[src/rtl/pixel_fetch_dma.sv]
// -----------------------------------------------------------------------------
// pixel_fetch_dma
//
// Fetches a run of bytes from an Avalon-MM slave (one byte per read, lane 0)
// and streams them out on a valid/ready byte port. Reads are issued only while
// the sum of outstanding reads and buffered bytes stays below FIFO_DEPTH, so
// every returned byte always has a free FIFO slot.
//
// Ports
//   clk, reset             single clock, synchronous active-high reset
//   start, base_addr,      transfer request; address and byte count are
//   length                 sampled when start is accepted in IDLE
//   busy, done             busy while fetching/streaming; done pulses once
//   av_*                   Avalon-MM read master (write_n / byteenable_n tied)
//   px_data/valid/ready    byte stream out
// -----------------------------------------------------------------------------
module pixel_fetch_dma #(
    parameter int FIFO_DEPTH = 4,
    parameter int LEN_W      = 16
) (
    input  logic             clk,
    input  logic             reset,
    input  logic             start,
    input  logic [31:0]      base_addr,
    input  logic [LEN_W-1:0] length,
    output logic             busy,
    output logic             done,
    output logic             av_chipselect,
    output logic             av_read_n,
    output logic             av_write_n,
    output logic [31:0]      av_address,
    output logic [3:0]       av_byteenable_n,
    input  logic             av_waitrequest,
    input  logic [7:0]       av_readdata,
    input  logic             av_readdatavalid,
    output logic [7:0]       px_data,
    output logic             px_valid,
    input  logic             px_ready
);

    localparam int PTR_W = $clog2(FIFO_DEPTH);
    localparam int CNT_W = PTR_W + 1;
    localparam logic [CNT_W:0] DEPTH_C = (CNT_W + 1)'(FIFO_DEPTH);

    typedef enum logic [1:0] {
        ST_IDLE   = 2'd0,
        ST_ISSUE  = 2'd1,
        ST_DRAIN  = 2'd2,
        ST_FINISH = 2'd3
    } state_t;

    state_t             state_q, state_d;
    logic [31:0]        addr_q, addr_d;
    logic [LEN_W-1:0]   issue_cnt_q, issue_cnt_d;
    logic [LEN_W-1:0]   recv_cnt_q, recv_cnt_d;
    logic [CNT_W-1:0]   outst_q, outst_d;
    logic [CNT_W-1:0]   fifo_cnt_q, fifo_cnt_d;
    logic [PTR_W-1:0]   wr_ptr_q, wr_ptr_d;
    logic [PTR_W-1:0]   rd_ptr_q, rd_ptr_d;
    logic               req_q, req_d;
    logic               busy_q, busy_d;
    logic               done_q, done_d;
    logic               px_valid_q, px_valid_d;
    logic [7:0]         mem_q [FIFO_DEPTH];

    logic               accept_s;
    logic               push_s;
    logic               pop_s;
    logic [CNT_W:0]     inflight_s;

    assign accept_s = req_q & ~av_waitrequest;
    // Responses only count while a transfer is live; stragglers that arrive
    // after a reset abort (state back in IDLE) are dropped.
    assign push_s   = av_readdatavalid & ((state_q == ST_ISSUE) | (state_q == ST_DRAIN))
                      & (outst_q != {CNT_W{1'b0}});
    assign pop_s    = px_valid_q & px_ready;

    // Next-state logic: counters, FIFO bookkeeping, FSM and registered outputs.
    always_comb begin
        state_d     = state_q;
        addr_d      = accept_s ? (addr_q + 32'd1) : addr_q;
        issue_cnt_d = accept_s ? (issue_cnt_q - LEN_W'(1)) : issue_cnt_q;
        recv_cnt_d  = pop_s ? (recv_cnt_q - LEN_W'(1)) : recv_cnt_q;
        wr_ptr_d    = push_s ? (wr_ptr_q + PTR_W'(1)) : wr_ptr_q;
        rd_ptr_d    = pop_s ? (rd_ptr_q + PTR_W'(1)) : rd_ptr_q;

        case ({accept_s, push_s})
            2'b10:   outst_d = outst_q + CNT_W'(1);
            2'b01:   outst_d = outst_q - CNT_W'(1);
            default: outst_d = outst_q;
        endcase

        case ({push_s, pop_s})
            2'b10:   fifo_cnt_d = fifo_cnt_q + CNT_W'(1);
            2'b01:   fifo_cnt_d = fifo_cnt_q - CNT_W'(1);
            default: fifo_cnt_d = fifo_cnt_q;
        endcase

        case (state_q)
            ST_IDLE: begin
                if (start) begin
                    if (length != {LEN_W{1'b0}}) begin
                        state_d     = ST_ISSUE;
                        addr_d      = base_addr;
                        issue_cnt_d = length;
                        recv_cnt_d  = length;
                    end else begin
                        state_d = ST_FINISH;
                    end
                end else begin
                    state_d = ST_IDLE;
                end
            end
            ST_ISSUE: begin
                if (recv_cnt_d == {LEN_W{1'b0}}) begin
                    state_d = ST_FINISH;
                end else if (issue_cnt_d == {LEN_W{1'b0}}) begin
                    state_d = ST_DRAIN;
                end else begin
                    state_d = ST_ISSUE;
                end
            end
            ST_DRAIN: begin
                if (recv_cnt_d == {LEN_W{1'b0}}) begin
                    state_d = ST_FINISH;
                end else begin
                    state_d = ST_DRAIN;
                end
            end
            ST_FINISH: state_d = ST_IDLE;
            default:   state_d = ST_IDLE;
        endcase

        // Credit is judged on post-edge occupancy. A stalled request can only
        // see that sum fall (pushes move a byte from outstanding to the FIFO,
        // pops free a slot), so a held request is never withdrawn.
        inflight_s = {1'b0, outst_d} + {1'b0, fifo_cnt_d};
        req_d      = (state_d == ST_ISSUE) && (issue_cnt_d != {LEN_W{1'b0}})
                     && (inflight_s < DEPTH_C);
        busy_d     = (state_d == ST_ISSUE) || (state_d == ST_DRAIN);
        done_d     = (state_d == ST_FINISH);
        px_valid_d = (fifo_cnt_d != {CNT_W{1'b0}});
    end

    // State and output registers with synchronous reset.
    always_ff @(posedge clk) begin
        if (reset) begin
            state_q     <= ST_IDLE;
            addr_q      <= 32'd0;
            issue_cnt_q <= {LEN_W{1'b0}};
            recv_cnt_q  <= {LEN_W{1'b0}};
            outst_q     <= {CNT_W{1'b0}};
            fifo_cnt_q  <= {CNT_W{1'b0}};
            wr_ptr_q    <= {PTR_W{1'b0}};
            rd_ptr_q    <= {PTR_W{1'b0}};
            req_q       <= 1'b0;
            busy_q      <= 1'b0;
            done_q      <= 1'b0;
            px_valid_q  <= 1'b0;
        end else begin
            state_q     <= state_d;
            addr_q      <= addr_d;
            issue_cnt_q <= issue_cnt_d;
            recv_cnt_q  <= recv_cnt_d;
            outst_q     <= outst_d;
            fifo_cnt_q  <= fifo_cnt_d;
            wr_ptr_q    <= wr_ptr_d;
            rd_ptr_q    <= rd_ptr_d;
            req_q       <= req_d;
            busy_q      <= busy_d;
            done_q      <= done_d;
            px_valid_q  <= px_valid_d;
        end
    end

    // FIFO storage; contents are don't-care while the occupancy count is zero.
    always_ff @(posedge clk) begin
        if (!reset && push_s) begin
            mem_q[wr_ptr_q] <= av_readdata;
        end
    end

    assign busy            = busy_q;
    assign done            = done_q;
    assign av_chipselect   = req_q;
    assign av_read_n       = ~req_q;
    assign av_write_n      = 1'b1;
    assign av_address      = addr_q;
    assign av_byteenable_n = 4'b1110;
    assign px_data         = mem_q[rd_ptr_q];
    assign px_valid        = px_valid_q;

endmodule
[config.mk]
export PLATFORM = sky130hd
export DESIGN_NAME = pixel_fetch_dma
export DESIGN_NICKNAME = d
export VERILOG_FILES = /design/src/rtl/pixel_fetch_dma.sv
export SDC_FILE = /design/constraint.sdc
export NUM_CORES = 1
export LEC_CHECK = 0
export CORE_MARGIN = 2
export CORE_UTILIZATION = 50
export DETAILED_ROUTE_END_ITERATION = 7
export GPL_TIMING_DRIVEN = 0
export PLACE_DENSITY = 0.77
export SYNTH_ARGS = -nofsm -noshare
export SYNTH_HDL_FRONTEND = slang
export SYNTH_SLANG_ARGS = --single-unit
[constraint.sdc]
create_clock -name clk -period 3.7 [get_ports clk]
set_input_delay 0.74 -clock clk [delete_from_list [all_inputs] [get_ports clk]]
set_output_delay 0.74 -clock clk [all_outputs]
set_load 0.05 [all_outputs]
## After elaboration in Yosys (flattened, before gate mapping)

Memory sizes are Yosys's and may differ from the RTL's. A register that Yosys moved wholly into a read port is not among the register bits.
Index checks and enable logic that the tools add are counted.

- Flip-flop bits (word level): 80
- RAM bits: 32
- Input port bits: 62
- Output and inout bits: 50
- Word-level logic and storage cells: 77
- Memories kept: 1

Memory list:

| name | words | width | read ports | clocked after memory_dff | wr ports | line | RTL |
|---|---|---|---|---|---|---|---|
| mem_q | 4 | 8 | 1 | 1 | 1 | 64 | `logic [7:0] mem_q [FIFO_DEPTH];` |

- $add $sub $neg: 10
- Order comparisons: 1
- Eq/ne operators: 10
- Muxes and demuxes: 24
- Bitwise operators: 7
- Reduce and logical (&&, ||, !) cells: 12

Operators with widths:

| operator | count |
|---|---|
| 16-bit two-way mux | 8 |
| 32-bit two-way mux | 4 |
| 32-bit by 1-bit adder with 32-bit output (second input constant) | 1 |
| 16-bit zero test | 2 |
| 16-bit nonzero test | 2 |
| 16-bit by 1-bit subtractor with 16-bit output (second input constant) | 2 |
| 2-bit equality test (second input constant) | 6 |
| 2-bit two-way mux | 6 |
| 3-bit one-hot mux with 2 select lines | 2 |
| 2-bit by 1-bit equality test with 1-bit output (second input constant) | 4 |
| 2-bit one-hot mux with 4 select lines | 1 |
| 3-bit by 1-bit adder with 3-bit output (second input constant) | 2 |
| 3-bit nonzero test | 2 |
| 3-bit by 1-bit subtractor with 3-bit output (second input constant) | 2 |
| 2-bit by 1-bit adder with 2-bit output (second input constant) | 2 |
| 3-bit by 3-bit adder with 4-bit output | 1 |
| 1-bit AND | 4 |
| 4-bit by 3-bit less-than comparator with 1-bit output (second input constant) | 1 |
| 1-bit logical AND | 3 |
| 1-bit two-way mux | 3 |
| 2-bit zero test | 1 |
| 1-bit inverter | 2 |
| 1-bit zero test | 1 |
| 1-bit logical OR | 1 |
| 1-bit bitwise OR | 1 |

## Logic depth before layout (Yosys ltp)

Gate-level depths: netlist (run 1).

- Word-level depth: 10
- Gate-level depth with buffers: 13
- Gate-level depth less buffers: 13

## Worst setup path before layout (run 1)

No wires, ideal clock.

- Path kind: register -> register
- Start: register req_q (netlist: av_chipselect)
- End: register busy_q (netlist: busy)
- Library setup time: 126 ps
- Data arrival time: 2654 ps
- Data required time: 3574 ps
- Setup slack: 920 ps
- Cell stages (with the launch flop): 11
- Buffers on the path: 1
- Period minus slack after synthesis: 2780 ps
- Path through: dfxtp_1 -> nor2b_2 -> buf_4 -> nand3_2 -> a2111oi_0 -> nand4_1 -> nor4_2 -> a211o_1 -> nand2_1 -> ha_1 -> nor2b_1

- Word-level cells in the longest chain between the ends: 8
- Elaborated cells between the ends (all ways): 9
- Classes of those cells: eq/ne (2); mux (4); bitwise (1); reduce/logical (2)

RTL lines:

| element | line | RTL |
|---|---|---|
| start: declaration | 60 | `logic req_q, req_d;` |
| start signal: assignment | 169 | `req_q <= req_d;` |
| 1-bit AND (*) | 71 | `assign accept_s = req_q & ~av_waitrequest;` |
| 16-bit two-way mux (*) | 82 | `issue_cnt_d = accept_s ? (issue_cnt_q - LEN_W'(1)) : issue_cnt_q;` |
| 16-bit zero test (*) | 117 | `end else if (issue_cnt_d == {LEN_W{1'b0}}) begin` |
| 2-bit two-way mux (*) | 117 |  |
| 2-bit two-way mux (*) | 115 | `if (recv_cnt_d == {LEN_W{1'b0}}) begin` |
| 2-bit one-hot mux with 4 select lines (*) | 99 | `case (state_q)` |
| named net state_d[0] | 52 | `state_t state_q, state_d;` |
| 2-bit by 1-bit equality test with 1-bit output or 2-bit equality test (tied branches) | 140 | `busy_d = (state_d == ST_ISSUE) \|\| (state_d == ST_DRAIN);` |
| 1-bit logical OR (*) | 140 |  |
| named net busy_d | 61 | `logic busy_q, busy_d;` |
| end signal: assignment | 170 | `busy_q <= busy_d;` |
| end: declaration | 61 |  |

Mark *: on every way through the listed nets, which the timed path passes. The rest lies on a longest branch.
A chain may end at the register's enable or synchronous reset.

==> results.yml, run 1 <==
floorplan:
  floorplan.core_area_um2: 11500
  floorplan.initialDensity: 0.516
  floorplan.die_area_um2: 12800
  die-width_um: 113
  ioPinCount: 112
  chipHeight_um: 113
  row_count: 39
run:
  max_capacitance_violation_total: 0
sta:
  hold_slack_ps: 503
  timing.final.max_slew_violations: 0
  timing.clock.skew_ps: 10.4
  setup_tns_ps: 0
  layout_min_cycle_time_ps: 3300
  max-slew-margin-rel: 0.521
  final.period_utilization: 0.892
  worst-slew-pin-transition_ps: 707
  hold_viol: 0
  maximum_clock_frequency_mhz: 303
  finalSetupViolations: 0
  unrepaired_setup_endpoints_after_global_routing: "false"
route:
  firstDrtPassIters: 7
  detailedRoute.firstIterationViolations: 310
  routedWlPerCell_um: 18.0
  via_per_inst: 5.78
  vias: 5164
  antenna_violating_nets_post_route: 0
  route.detailed.drc: 6
  routed_wirelength_mm: 16.1
setup_path:
  worstPathArrival_ps: 2560
  worstSetupStartpointType: "flip-flop"
  cp_max_fo: 8
  cp.required_ps: 2960
  timing.critical_path.to_type: "output port"
  timing.setup.critical_path_class: "flip-flop to output port"
yosys:
  synth_top_cell_area_share: 0.276
  synth_unique_cells: 69
  ys_top_cells_by_area: "sky130_fd_sc_hd__dfxtp_1 (28%), sky130_fd_sc_hd__edfxtp_1 (16%), sky130_fd_sc_hd__nor2_1 (5.6%)"
  part_of_the_yosys_area_used_for_sequential_elements: 0.438
  async_flop_share: 0
  ys_dominant_reg_cell: "sky130_fd_sc_hd__dfxtp_1"
  synth_largest_area_cell: "sky130_fd_sc_hd__dfxtp_1"
  synthesis_stage_register_bit_count: 114
  syn_area_per_cell_um2: 9.75
  syn-cell-area_um2: 5950
  total_of_warnings_raised_by_yosys: 0
  number_of_synthesized_flops_with_an_enable_pin: 32
  netlist_instances: 610
clocking:
  cts_hold_buf: 0
  clockBufferDepth: 2
  cts_htree_levels: 4
  cts_setup_buffers: 0
  cts_root_buffer: "sky130_fd_sc_hd__clkbuf_16"
  tritoncts: "yes"
  cts-resized-gates: 0
  clkLatencyLatePin_ps: 410
  tritoncts_sinks: 114
  register_clock_pin_slew_on_the_reported_worst_setup_and_hold_paths_ps: 50
  numCtsBuffers: 17
status:
  outcome: "finished with violations"
  violations: "design-rule violations"
global_routing:
  gr-usage-all-layers: 0.255
  number_of_antenna_violations_at_the_first_check_in_global_routing: 0
  grt_pass1_wl_mm: 25.5
  largest_net_degree_at_the_start_of_global_routing: 17
  global_route_total_overflow: 0
  grt_pass1_vias: 5086
finish:
  ff_latch_area_um2: 2600
  nNetsFinal: 818
  drive_above_1_share: 0.100
  synthToLayoutAreaGrowth_pct: 30.2
  antenna_cells_inserted: 0
  postLayoutCellArea_um2: 7740
  multiInputGateArea_um2: 3100
  layout.filler_cells: 892
placed_design:
  place.port_buffers: 105
  detailed_placement_hpwl_mm: 11.7
  global_placement_routability_congestion: 0.917
  dpl_cell_area_um2: 7190
power:
  power.density_cell_area_nw_per_um2: 504
  power.static_leakage_nw: 2.81
  fin_total_pwr_mw: 3.90
  power.ir.vdd_worst_v: 0.000246
worst_hold_path:
  min_path_type: "flip-flop to flip-flop"
cell families after synthesis:
group / synth area share
mux: 0.0442
xor+xnor: 0.0987
flops: 0.438
other cells: 0.00126
compound gates: 0.113
fa+ha+maj: 0.0425
buf+inv: 0.0423
simple gates: 0.221
layout by cell type, fill, tap and decap left out, types with 4 or more instances in the layout:
cell                              instances
sky130_fd_sc_hd__clkdlybuf4s50_1        105
sky130_fd_sc_hd__nor2_1                  88
sky130_fd_sc_hd__dfxtp_1                 82
sky130_fd_sc_hd__nand2_1                 39
sky130_fd_sc_hd__xnor2_1                 35
sky130_fd_sc_hd__a211oi_1                33
sky130_fd_sc_hd__xor2_1                  32
sky130_fd_sc_hd__edfxtp_1                32
sky130_fd_sc_hd__a21oi_1                 21
sky130_fd_sc_hd__nor3_1                  18
sky130_fd_sc_hd__ha_1                    17
sky130_fd_sc_hd__clkbuf_16               17
sky130_fd_sc_hd__inv_1                   16
sky130_fd_sc_hd__nand3_1                 14
sky130_fd_sc_hd__nand4_1                 13
sky130_fd_sc_hd__clkbuf_1                12
sky130_fd_sc_hd__buf_4                   11
sky130_fd_sc_hd__buf_2                    9
sky130_fd_sc_hd__and3_1                   9
sky130_fd_sc_hd__o21bai_1                 8
sky130_fd_sc_hd__nor2b_1                  8
sky130_fd_sc_hd__mux4_2                   8
sky130_fd_sc_hd__nor4_1                   7
sky130_fd_sc_hd__a31oi_1                  6
sky130_fd_sc_hd__o21ai_0                  6
sky130_fd_sc_hd__mux2i_1                  6
sky130_fd_sc_hd__nand2b_1                 6
sky130_fd_sc_hd__and2_1                   6
sky130_fd_sc_hd__nand4b_1                 5
sky130_fd_sc_hd__conb_1                   5
sky130_fd_sc_hd__clkinv_2                 5
sky130_fd_sc_hd__or3_1                    4
sky130_fd_sc_hd__or4_1                    4
cells in the mapped netlist, drive strengths merged (2+ instances only):
library cell,instances
nor3,19
nand3b,3
and4,2
nand4,14
a211oi,33
nand4b,5
or2,5
nand3,15
mux2i,6
xor2,32
ha,17
clkbuf,10
inv,16
o21ai,6
nor3b,2
nand2b,6
fa,2
and3,9
and2,6
or4,4
edfxtp,32
a31oi,6
nand2,39
buf,23
mux2,2
or3,4
a311oi,3
mux4,8
o21bai,8
nor2b,9
conb,2
nor4,11
o211ai,2
dfxtp,82
nor2,88
a21oi,22
xnor2,35
nor4b,4
worst paths after layout:
| kind | startpoint | endpoint | slack [ps] | cells past startpoint |
|---|---|---|---|---|
| hold / removal | wr_ptr_q[1] | wr_ptr_q[1] | 500 | 2 |
| setup reg to reg | outst_q[1] | av_chipselect | 620 | 11 |
| hold reg to reg | wr_ptr_q[1] | wr_ptr_q[1] | 500 | 2 |
| setup / recovery | flip-flop | px_data[7] | 400 | 3 |
registers in the layout, indices dropped and copies added, names as in the netlist, 2 cells and up, named ones only:
register and flops:
fifo_cnt_q 3, av_address 32, recv_cnt_q 16, state_q 2, mem_q 32, issue_cnt_q 16, rd_ptr_q 2, wr_ptr_q 2
outst_q 3
worst max-delay path, stage by stage, from the launching register on:
cell                              delay [ps]
sky130_fd_sc_hd__dfxtp_1                 310
sky130_fd_sc_hd__clkbuf_1                530
sky130_fd_sc_hd__mux4_2                  600
sky130_fd_sc_hd__clkdlybuf4s50_1         710
stage by stage:
| step | setup WS (ps) | util | std cells |
|---|---|---|---|
| after floorplan | 920 | - | 613 |
| after global placement | 78.5 | 0.624 | 861 |
| after detailed placement | 85.3 | 0.624 | 861 |
| after CTS | 344 | 0.672 | 893 |
| after global routing | 227 | 0.672 | 893 |
| final | 399 | 0.672 | 893 |
report_power, final:
group / total, mW / switching, mW / internal (mW)
clock network: 1.54 / 0.568 / 0.976
registers: 1.49 / 0.119 / 1.37
logic: 0.861 / 0.514 / 0.347
total: 3.90 / 1.20 / 2.70
routing by layer:
metal | track usage | up-vias | routed length, um | share of wire
li1 | - | 2430 | - | -
met4 | 0.0919 | 0 | 329 | 0.020
met2 | 0.436 | 219 | 7880 | 0.49
met1 | 0.317 | 2488 | 6760 | 0.42
met5 | 0 | - | 0 | 0
met3 | 0.0552 | 27 | 1100 | 0.069
layout make-up:
class,count,share of cell area
Buffer,33,0.0247
Clock buffer,19,0.0559
Clock inverter,13,0.0155
Inverter,16,0.00776
Multi-Input combinational cell,450,0.401
Sequential cell,114,0.336
Tap cell,143,0.0231
Timing Repair Buffer,105,0.136
No activity file was read; power rests on OpenSTA's default activity.
==> run 2: changes to the inputs <==
Settings changed: CTS_BUF_LIST set to sky130_fd_sc_hd__clkbuf_16, DONT_BUFFER_PORTS set to 1, PLACE_DENSITY 0.77 to not set.
==> run 2 against run 1 <==
- the run still ends with design-rule violations left
- worst setup slack improved by 4.7 ps
- first-iteration DRC count decreased by 20%
- sequential power is 11% higher
- worst hold slack got worse by 89 ps
- final cell count shrank 12%
- non-clock buffer count decreased by 105
- critical endpoint is now busy
- routed wire length fell by 8.1%
- global-route usage fell by 1.0 points
==> results.yml, run 2 (synthesis results as in run 1) <==
route:
  routedWlPerCell_um: 18.7
  via_per_inst: 5.86
  routed_wirelength_mm: 14.8
  vias: 4616
  route.detailed.drc: 7
  firstDrtPassIters: 7
  detailedRoute.firstIterationViolations: 249
  antenna_violating_nets_post_route: 0
global_routing:
  grt.met3_usage: 0.0803
  global_route_total_overflow: 0
  grt_use_met1: 0.316
  top_usage_layer: "met2"
  grtUsageMet2: 0.378
  grt_pass1_vias: 4616
  number_of_antenna_violations_at_the_first_check_in_global_routing: 0
  grt_pass1_wl_mm: 24.3
  gr-usage-all-layers: 0.244
  largest_net_degree_at_the_start_of_global_routing: 17
setup_path:
  worstPathArrival_ps: 3580
  critical_path.reg2reg.startpoint: "av_chipselect"
  worstSetupStartpointType: "flip-flop"
  cp.required_ps: 3980
  launch_point_of_the_worst_path: "av_chipselect"
  timing.critical_path.to_type: "flip-flop"
  worstReg2RegEnd: "busy"
  timing.setup.critical_path_class: "flip-flop to flip-flop"
  worst_setup_path_endpoint: "busy"
  r2r.worst_path.cells: 10
  reg2reg_slack_ps: 400
  cp_max_fo: 10
sta:
  final.period_utilization: 0.891
  worst-slew-pin-transition_ps: 815
  layout_min_cycle_time_ps: 3300
  timing.clock.skew_ps: 11.1
  setup_tns_ps: 0
  unrepaired_setup_endpoints_after_global_routing: "false"
  maximum_clock_frequency_mhz: 303
  max-slew-margin-rel: 0.448
  hold_viol: 0
  finalSetupViolations: 0
  timing.final.max_slew_violations: 0
clocking:
  clockBufferDepth: 2
  tritoncts_sinks: 114
  clkLatencyLatePin_ps: 420
  numCtsBuffers: 17
  cts_htree_levels: 4
  tritoncts: "yes"
  cts_setup_buffers: 0
  register_clock_pin_slew_on_the_reported_worst_setup_and_hold_paths_ps: 60
  cts_root_buffer: "sky130_fd_sc_hd__clkbuf_16"
  cts-resized-gates: 0
  cts_hold_buf: 0
floorplan:
  die-width_um: 113
  floorplan.initialDensity: 0.516
  floorplan.die_area_um2: 12800
  row_count: 39
  ioPinCount: 112
  floorplan.core_area_um2: 11500
  chipHeight_um: 113
finish:
  layout_common_cells: "sky130_fd_sc_hd__nor2_1 (88), sky130_fd_sc_hd__dfxtp_1 (82), sky130_fd_sc_hd__nand2_1 (39), sky130_fd_sc_hd__xnor2_1 (35), sky130_fd_sc_hd__a211oi_1 (33)"
  number_of_non_filler_instances_in_the_completed_layout: 788
  antenna_cells_inserted: 0
  nNetsFinal: 713
  synthToLayoutAreaGrowth_pct: 13.1
  postLayoutCellArea_um2: 6720
  layout_commonest_cell: "sky130_fd_sc_hd__nor2_1"
  drive_above_1_share: 0.122
  finalCoreUtilization: 0.584
worst_hold_path:
  min_path_type: "primary input to flip-flop"
status:
  outcome: "finished with violations"
  violations: "design-rule violations"
power:
  power.ir.vdd_worst_v: 0.000261
  power.density_cell_area_nw_per_um2: 563
  power.static_leakage_nw: 2.42
run:
  max_capacitance_violation_total: 0
placed_design:
  detailed_placement_hpwl_mm: 11.1
  dpl.cell_count: 756
  global_placement_routability_congestion: 0.881
  dpl_cell_area_um2: 6140
  place.port_buffers: 0
run 2: cell count changes in the layout (fill, tap and decap cells not counted), sizes merged:
cell / before / now
clkinvlp: 2 / 3
clkdlybuf4s50: 105 / 0
inv: 16 / 20
clkbuf: 29 / 27
clkinv: 9 / 6
run 2: worst min path at each step:
stage / startpoint / end / slack, ps / depth (start not counted)
floorplan: wr_ptr_q[1] / wr_ptr_q[1] / 470 / 2
global placement: wr_ptr_q[1] / wr_ptr_q[1] / 480 / 2
detailed placement: wr_ptr_q[1] / wr_ptr_q[1] / 490 / 2
CTS: av_readdata[7] / mem_q[1][7] / 400 / 0
global route: av_readdata[7] / mem_q[1][7] / 390 / 0
finish: av_readdata[7] / mem_q[0][7] / 410 / 0
run 2: stage by stage:
step / power (mW) / hold slack [ps] / setup slack [ps]
3_3_place_gp: 2.19 / 479 / 457
3_5_place_dp: 2.20 / 489 / 415
2_1_floorplan: 2.06 / 469 / 920
5_1_grt: 3.95 / 394 / 111
6_report: 3.78 / 415 / 403
4_1_cts: 3.80 / 402 / 410
run 2: layer usage:
metal	vias up	part of all wire	routed length [um]
met5	-	0	0
met4	0	0.021	305
met3	26	0.082	1220
met2	149	0.45	6720
met1	2212	0.44	6530
li1	2229	-	-
run 2: final cells by class:
type | count | area, um^2
buffer | 33 | 191
clock buffer | 17 | 425
clock inverter | 15 | 161
fill | 1009 | 4790
inverter | 16 | 60.1
multi-input combinational | 450 | 3100
sequential | 114 | 2600
tap | 143 | 179
run 2: power breakdown:
group / switching (mW) / total, mW / internal (mW)
logic: 0.312 / 0.530 / 0.217
clock network: 0.609 / 1.60 / 0.995
registers: 0.276 / 1.65 / 1.37
run 2: worst max-delay path: stages, from the launching register on:
cell                        delay [ps]
sky130_fd_sc_hd__dfxtp_1           730
sky130_fd_sc_hd__nor2b_2           270
sky130_fd_sc_hd__buf_4             190
sky130_fd_sc_hd__nand3_2           120
sky130_fd_sc_hd__a2111oi_0         440
sky130_fd_sc_hd__nand4_1           170
sky130_fd_sc_hd__nor4_2            490
sky130_fd_sc_hd__a211o_1           230
sky130_fd_sc_hd__nand2_1           100
sky130_fd_sc_hd__ha_1              280
sky130_fd_sc_hd__nor2b_1           130
==> run 3: changes to the inputs <==
Settings changed: CELL_PAD_IN_SITES_DETAIL_PLACEMENT set to 1, CELL_PAD_IN_SITES_GLOBAL_PLACEMENT set to 2, CORE_UTILIZATION 50 to 39, PLACE_DENSITY_LB_ADDON set to 0.1.
==> run 3 against run 2 <==
- the flow now finishes without violations
- routed wire length is 16% higher
- total power is 0.30% higher
- critical path depth is 1 higher
- worst setup slack worse by 140 ps
- sequential share of layout area is 0.24 points lower
- design area is 0.63% higher
- die area is 27% higher
- clock power hardly changed
- sequential power hardly changed
- core utilization is 13 points lower
==> results.yml, run 3 (synthesis results as in run 1) <==
status:
  outcome: "complete, no violations"
setup_path:
  cp_slowest_cell: "sky130_fd_sc_hd__dfxtp_1"
  launch_point_of_the_worst_path: "av_chipselect"
  worstPathArrival_ps: 3710
  timing.critical_path.to_type: "flip-flop"
  worstSetupStartpointType: "flip-flop"
  worstReg2RegEnd: "av_chipselect"
  reg2reg_slack_ps: 270
  worst_setup_path_endpoint: "av_chipselect"
  cp.required_ps: 3980
  cp_max_fo: 10
  r2r.worst_path.cells: 11
  cpMostUsedCell: "sky130_fd_sc_hd__nand4_1"
  critical_path.reg2reg.startpoint: "av_chipselect"
  timing.setup.critical_path_class: "flip-flop to flip-flop"
  crit_path_max_cell_delay_ps: 720
  cp_cell_sequence: "nor2b_2 > buf_4 > nand3_2 > a2111oi_0 > nand4_1 > nor4_2 > a211o_1 > nand2_1 > ha_1 > nand4_1 > a21oi_1"
finish:
  finalCoreUtilization: 0.450
  drive_above_1_share: 0.124
  synthToLayoutAreaGrowth_pct: 13.8
  layout_common_cells: "sky130_fd_sc_hd__nor2_1 (88), sky130_fd_sc_hd__dfxtp_1 (82), sky130_fd_sc_hd__nand2_1 (39), sky130_fd_sc_hd__xnor2_1 (35), sky130_fd_sc_hd__a211oi_1 (33)"
  nNetsFinal: 713
  layout.filler_cells: 1708
  layout_commonest_cell: "sky130_fd_sc_hd__nor2_1"
  antenna_cells_inserted: 0
placed_design:
  global_placement_routability_congestion: 0.825
  place.port_buffers: 0
  detailed_placement_hpwl_mm: 13.0
sta:
  max-slew-margin-rel: 0.475
  hold_viol: 0
  layout_min_cycle_time_ps: 3430
  worst-slew-pin-transition_ps: 788
  maximum_clock_frequency_mhz: 291
  timing.final.max_slew_violations: 0
  setup_tns_ps: 0
  timing.clock.skew_ps: 8.40
  final.period_utilization: 0.928
  unrepaired_setup_endpoints_after_global_routing: "false"
  finalSetupViolations: 0
route:
  vias: 4659
  antenna_violating_nets_post_route: 0
  routedWlPerCell_um: 20.5
  route.detailed.drc: 0
  via_per_inst: 5.59
  routed_wirelength_mm: 17.1
  detailedRoute.firstIterationViolations: 238
  firstDrtPassIters: 4
power:
  power.ir.vdd_worst_v: 0.000325
  power.static_leakage_nw: 2.41
  power.density_cell_area_nw_per_um2: 561
clocking:
  clkLatencyLatePin_ps: 420
  register_clock_pin_slew_on_the_reported_worst_setup_and_hold_paths_ps: 60
  clockBufferDepth: 2
  cts-resized-gates: 0
  cts_hold_buf: 0
  cts_setup_buffers: 0
  tritoncts_sinks: 114
  cts_htree_levels: 4
  tritoncts: "yes"
  numCtsBuffers: 17
  cts_root_buffer: "sky130_fd_sc_hd__clkbuf_16"
global_routing:
  global_route_total_overflow: 0
  grt_pass1_wl_mm: 26.6
  grt_pass1_vias: 4849
  largest_net_degree_at_the_start_of_global_routing: 17
  gr-usage-all-layers: 0.216
  number_of_antenna_violations_at_the_first_check_in_global_routing: 0
floorplan:
  floorplan.core_area_um2: 15000
  die-width_um: 127
  ioPinCount: 112
  row_count: 45
  chipHeight_um: 127
  floorplan.die_area_um2: 16200
  floorplan.initialDensity: 0.396
run:
  max_capacitance_violation_total: 0
worst_hold_path:
  min_path_type: "primary input to flip-flop"
[run 3: changes by cell type in the layout (fill, tap and decap cells not counted)]
cell and delta:
sky130_fd_sc_hd__inv_1 -1, sky130_fd_sc_hd__clkinv_4 -3, sky130_fd_sc_hd__inv_6 +4, sky130_fd_sc_hd__bufinv_16 -1
sky130_fd_sc_hd__inv_8 +1
[run 3: cell type report]
cell class | count | area [um^2] | area share
multi-input cells | 450 | 3100 | 0.459
flip-flops and latches | 114 | 2600 | 0.385
clock buffers | 17 | 425 | 0.0629
well taps | 188 | 235 | 0.0348
plain buffers | 33 | 191 | 0.0283
clock inverters | 15 | 148 | 0.0218
inverters | 16 | 60.1 | 0.00888
[run 3: power breakdown]
group | switching [mW] | internal [mW] | leakage [nW]
Sequential | 0.279 | 1.37 | 0.964
Clock | 0.658 | 0.941 | 0.274
Combinational | 0.326 | 0.218 | 1.17
Total | 1.26 | 2.53 | 2.41
[run 3: metrics by stage]
step	setup slack, ps	hold WS [ps]	area [um^2]	power [mW]	instances
finish	268	411	6770	3.80	833
global route	62.2	391	6770	3.96	833
floorplan	920	469	5960	2.06	613
global placement	335	481	6190	2.20	801
detailed placement	251	494	6190	2.22	801
CTS	230	395	6770	3.83	833
[run 3: worst min-delay path by stage]
stage,from,end,slack [ps],depth (start not counted)
3_5_place_dp,wr_ptr_q[1],wr_ptr_q[1],490,2
2_1_floorplan,wr_ptr_q[1],wr_ptr_q[1],470,2
5_1_grt,av_readdata[0],mem_q[1][0],390,0
6_report,av_readdata[5],mem_q[1][5],410,0
4_1_cts,av_readdata[2],mem_q[2][2],400,0
3_3_place_gp,wr_ptr_q[1],wr_ptr_q[1],480,2
[run 3: worst max-delay path: cells and delay by family, from the launching register on]
family	cells	cell delay [ps]
AND/OR/NAND/NOR	6	1380
AO/OA/AOI/OAI	3	810
flip-flops	1	720
adder cells (fa/ha/maj)	1	200
buffers and inverters	1	190
[run 3: metal layers]
metal  global-route usage  vias to the layer above  share of wire
met2                0.359                      127           0.48
li1                     -                     2232              -
met5                    0                        -              0
met1                0.272                     2277           0.45
met4               0.0750                        0          0.018
met3               0.0582                       23          0.059
==> patch: new RTL, settings of run 3 <==
The parameter `LEN_W` goes from 16 to 32.
--- a/src/rtl/pixel_fetch_dma.sv
+++ b/src/rtl/pixel_fetch_dma.sv
@@ -16,7 +16,7 @@
 // -----------------------------------------------------------------------------
 module pixel_fetch_dma #(
     parameter int FIFO_DEPTH = 4,
-    parameter int LEN_W      = 16
+    parameter int LEN_W      = 32
 ) (
     input  logic             clk,
     input  logic             reset,
Ports: changed (resized length); port bits go from 112 to 128. No check against the original RTL was run, so the function may have changed too.
==> patch against run 3 <==
- the flow now finishes with violations (negative setup slack)
- cell area increased by 34%
- setup slack got worse by 0.33 ns
- via count increased by 42%
- utilization increased by 2.0 points
- sequential cell count increased by 32
- area after synthesis increased by 28%
- wire length increased by 51%
- power increased by 24%
- largest cell class unchanged
- highest routed layer unchanged
==> patch: results (changes against run 3) <==
| Metric | Value |
|---|---|
| Worst R2R Start | `issue_cnt_q[6]` |
| Critical Path AT | `4.06 ns (+0.35 ns)` |
| DRT iter0 DRCs | `312 (+31%)` |
| Vias in the first global route | `6,912 (+43%)` |
| R2r worst-path depth | `12 (+1)` |
| Placed cell count | `1,108 (+38%)` |
| Violated checks | `negative setup slack` |
| Min-delay src | `av_readdata[3]` |
| Setup TNS | `-0.108 ns (-0.108 ns)` |
| Placed Area | `0.00803 mm2 (+30%)` |
| Nets | `976 (+37%)` |
| TritonRoute pass-1 iters | `6 (+2)` |
| Tot GR Track Use | `25.2% (+3.6 points)` |
| Met2 usage | `42.7% (+6.9 points)` |
| Final setup margin | `-0.0584 ns (-0.326 ns)` |
| Register area share after synthesis | `42.6% (-1.2 points)` |
| Worst skew pair latency | `0.44 ns (+0.02 ns)` |
| Status | `complete, but fails checks` |
| Clk_skew | `0.0144 ns (+0.00595 ns)` |
| Global placer's final weighted congestion | `0.915 (+11%)` |
| Hold endpoint | `mem_q[1][3]` |
| Fill count | `2,221 (+30%)` |
| Netlist cell types | `63 (-8.7%)` |
| Post-CTS Setup Bufs | `12 (+12)` |
| List of most frequent post-synthesis cells | `dfxtp_1, nor2_1, xnor2_1` |
| Maximum fanout along the worst path | `6 (-4)` |
| First-pass GRT wire length | `39,300 um (+48%)` |
| Met3 Use GR | `4.07% (-1.8 points)` |
| Detailed placement HPWL | `19,400 um (+49%)` |
| Largest net degree at the start of global routing | `18 (+1)` |
| Final setup vio count | `2 (+2)` |
| Slowest-stage cell, CP | `or4_4` |
| Pin slew with the least headroom to its limit | `1.13 ns (+0.338 ns)` |
| Via/cell ratio | `5.72 (+2.2%)` |
| Via count | `6,615 (+42%)` |
| Met1 WL | `11,600 um (+52%)` |
| Max stage delay on crit path | `0.56 ns (-0.16 ns)` |
| Reg2reg end | `done` |
## patch: cell types whose count changed after synthesis, moves of 14 or more
cell / delta
nor2_1: +19
clkbuf_1: +27
a21oi_1: +30
nor4_1: +23
dfxtp_1: +32
xnor2_1: +19
o21ai_0: +24
or3_1: +14
## patch: stage by stage
stage	hold slack (ns)	total power (uW)	setup slack, ns
after floorplan	0.469	2570	0.0165
after global placement	0.483	2780	-0.855
after detailed placement	0.526	2810	-0.949
after CTS	0.386	4660	-0.204
after global routing	0.384	4880	-0.176
final	0.397	4700	-0.0584
## patch: cell type report
type,count,area [um2],area share [%]
Buffer,41,198,2.18
Clock buffer,17,425,4.69
Clock inverter,15,180,1.98
Inverter,18,67.6,0.744
Multi-Input combinational cell,632,4420,48.7
Sequential cell,146,3260,35.9
Tap cell,265,332,3.65
Timing Repair Buffer,23,193,2.12
## patch: report_power, final
part           leakage (uW)  internal (uW)  switching (uW)  total [uW]
combinational       0.00157            328             512         839
clock              0.000297            974             823        1800
sequential          0.00123           1750             311        2060
total               0.00310           3050            1650        4700
## patch: how the worst max path moves through the flow
stage / to / start / cells after the start / slack (ns)
after CTS: av_chipselect / recv_cnt_q[8] / 12 / -0.20
after global routing: av_chipselect / recv_cnt_q[6] / 12 / -0.18
after global placement: av_chipselect / recv_cnt_q[18] / 13 / -0.85
after floorplan: av_chipselect / av_waitrequest / 15 / 0.02
final: done / issue_cnt_q[6] / 12 / -0.06
after detailed placement: av_chipselect / recv_cnt_q[18] / 13 / -0.95
## patch: cell families after synthesis
logic type	count (synthesis)	synth area share, %
AOI/OAI and AO/OA	160	13.4
xor gates and xnor gates	97	11.2
adders and majority gates	19	3.32
buffers and inverters	65	3.68
DFF	146	42.6
muxes	11	2.79
other	2	0.0986
and+or+nand+nor	340	23.0
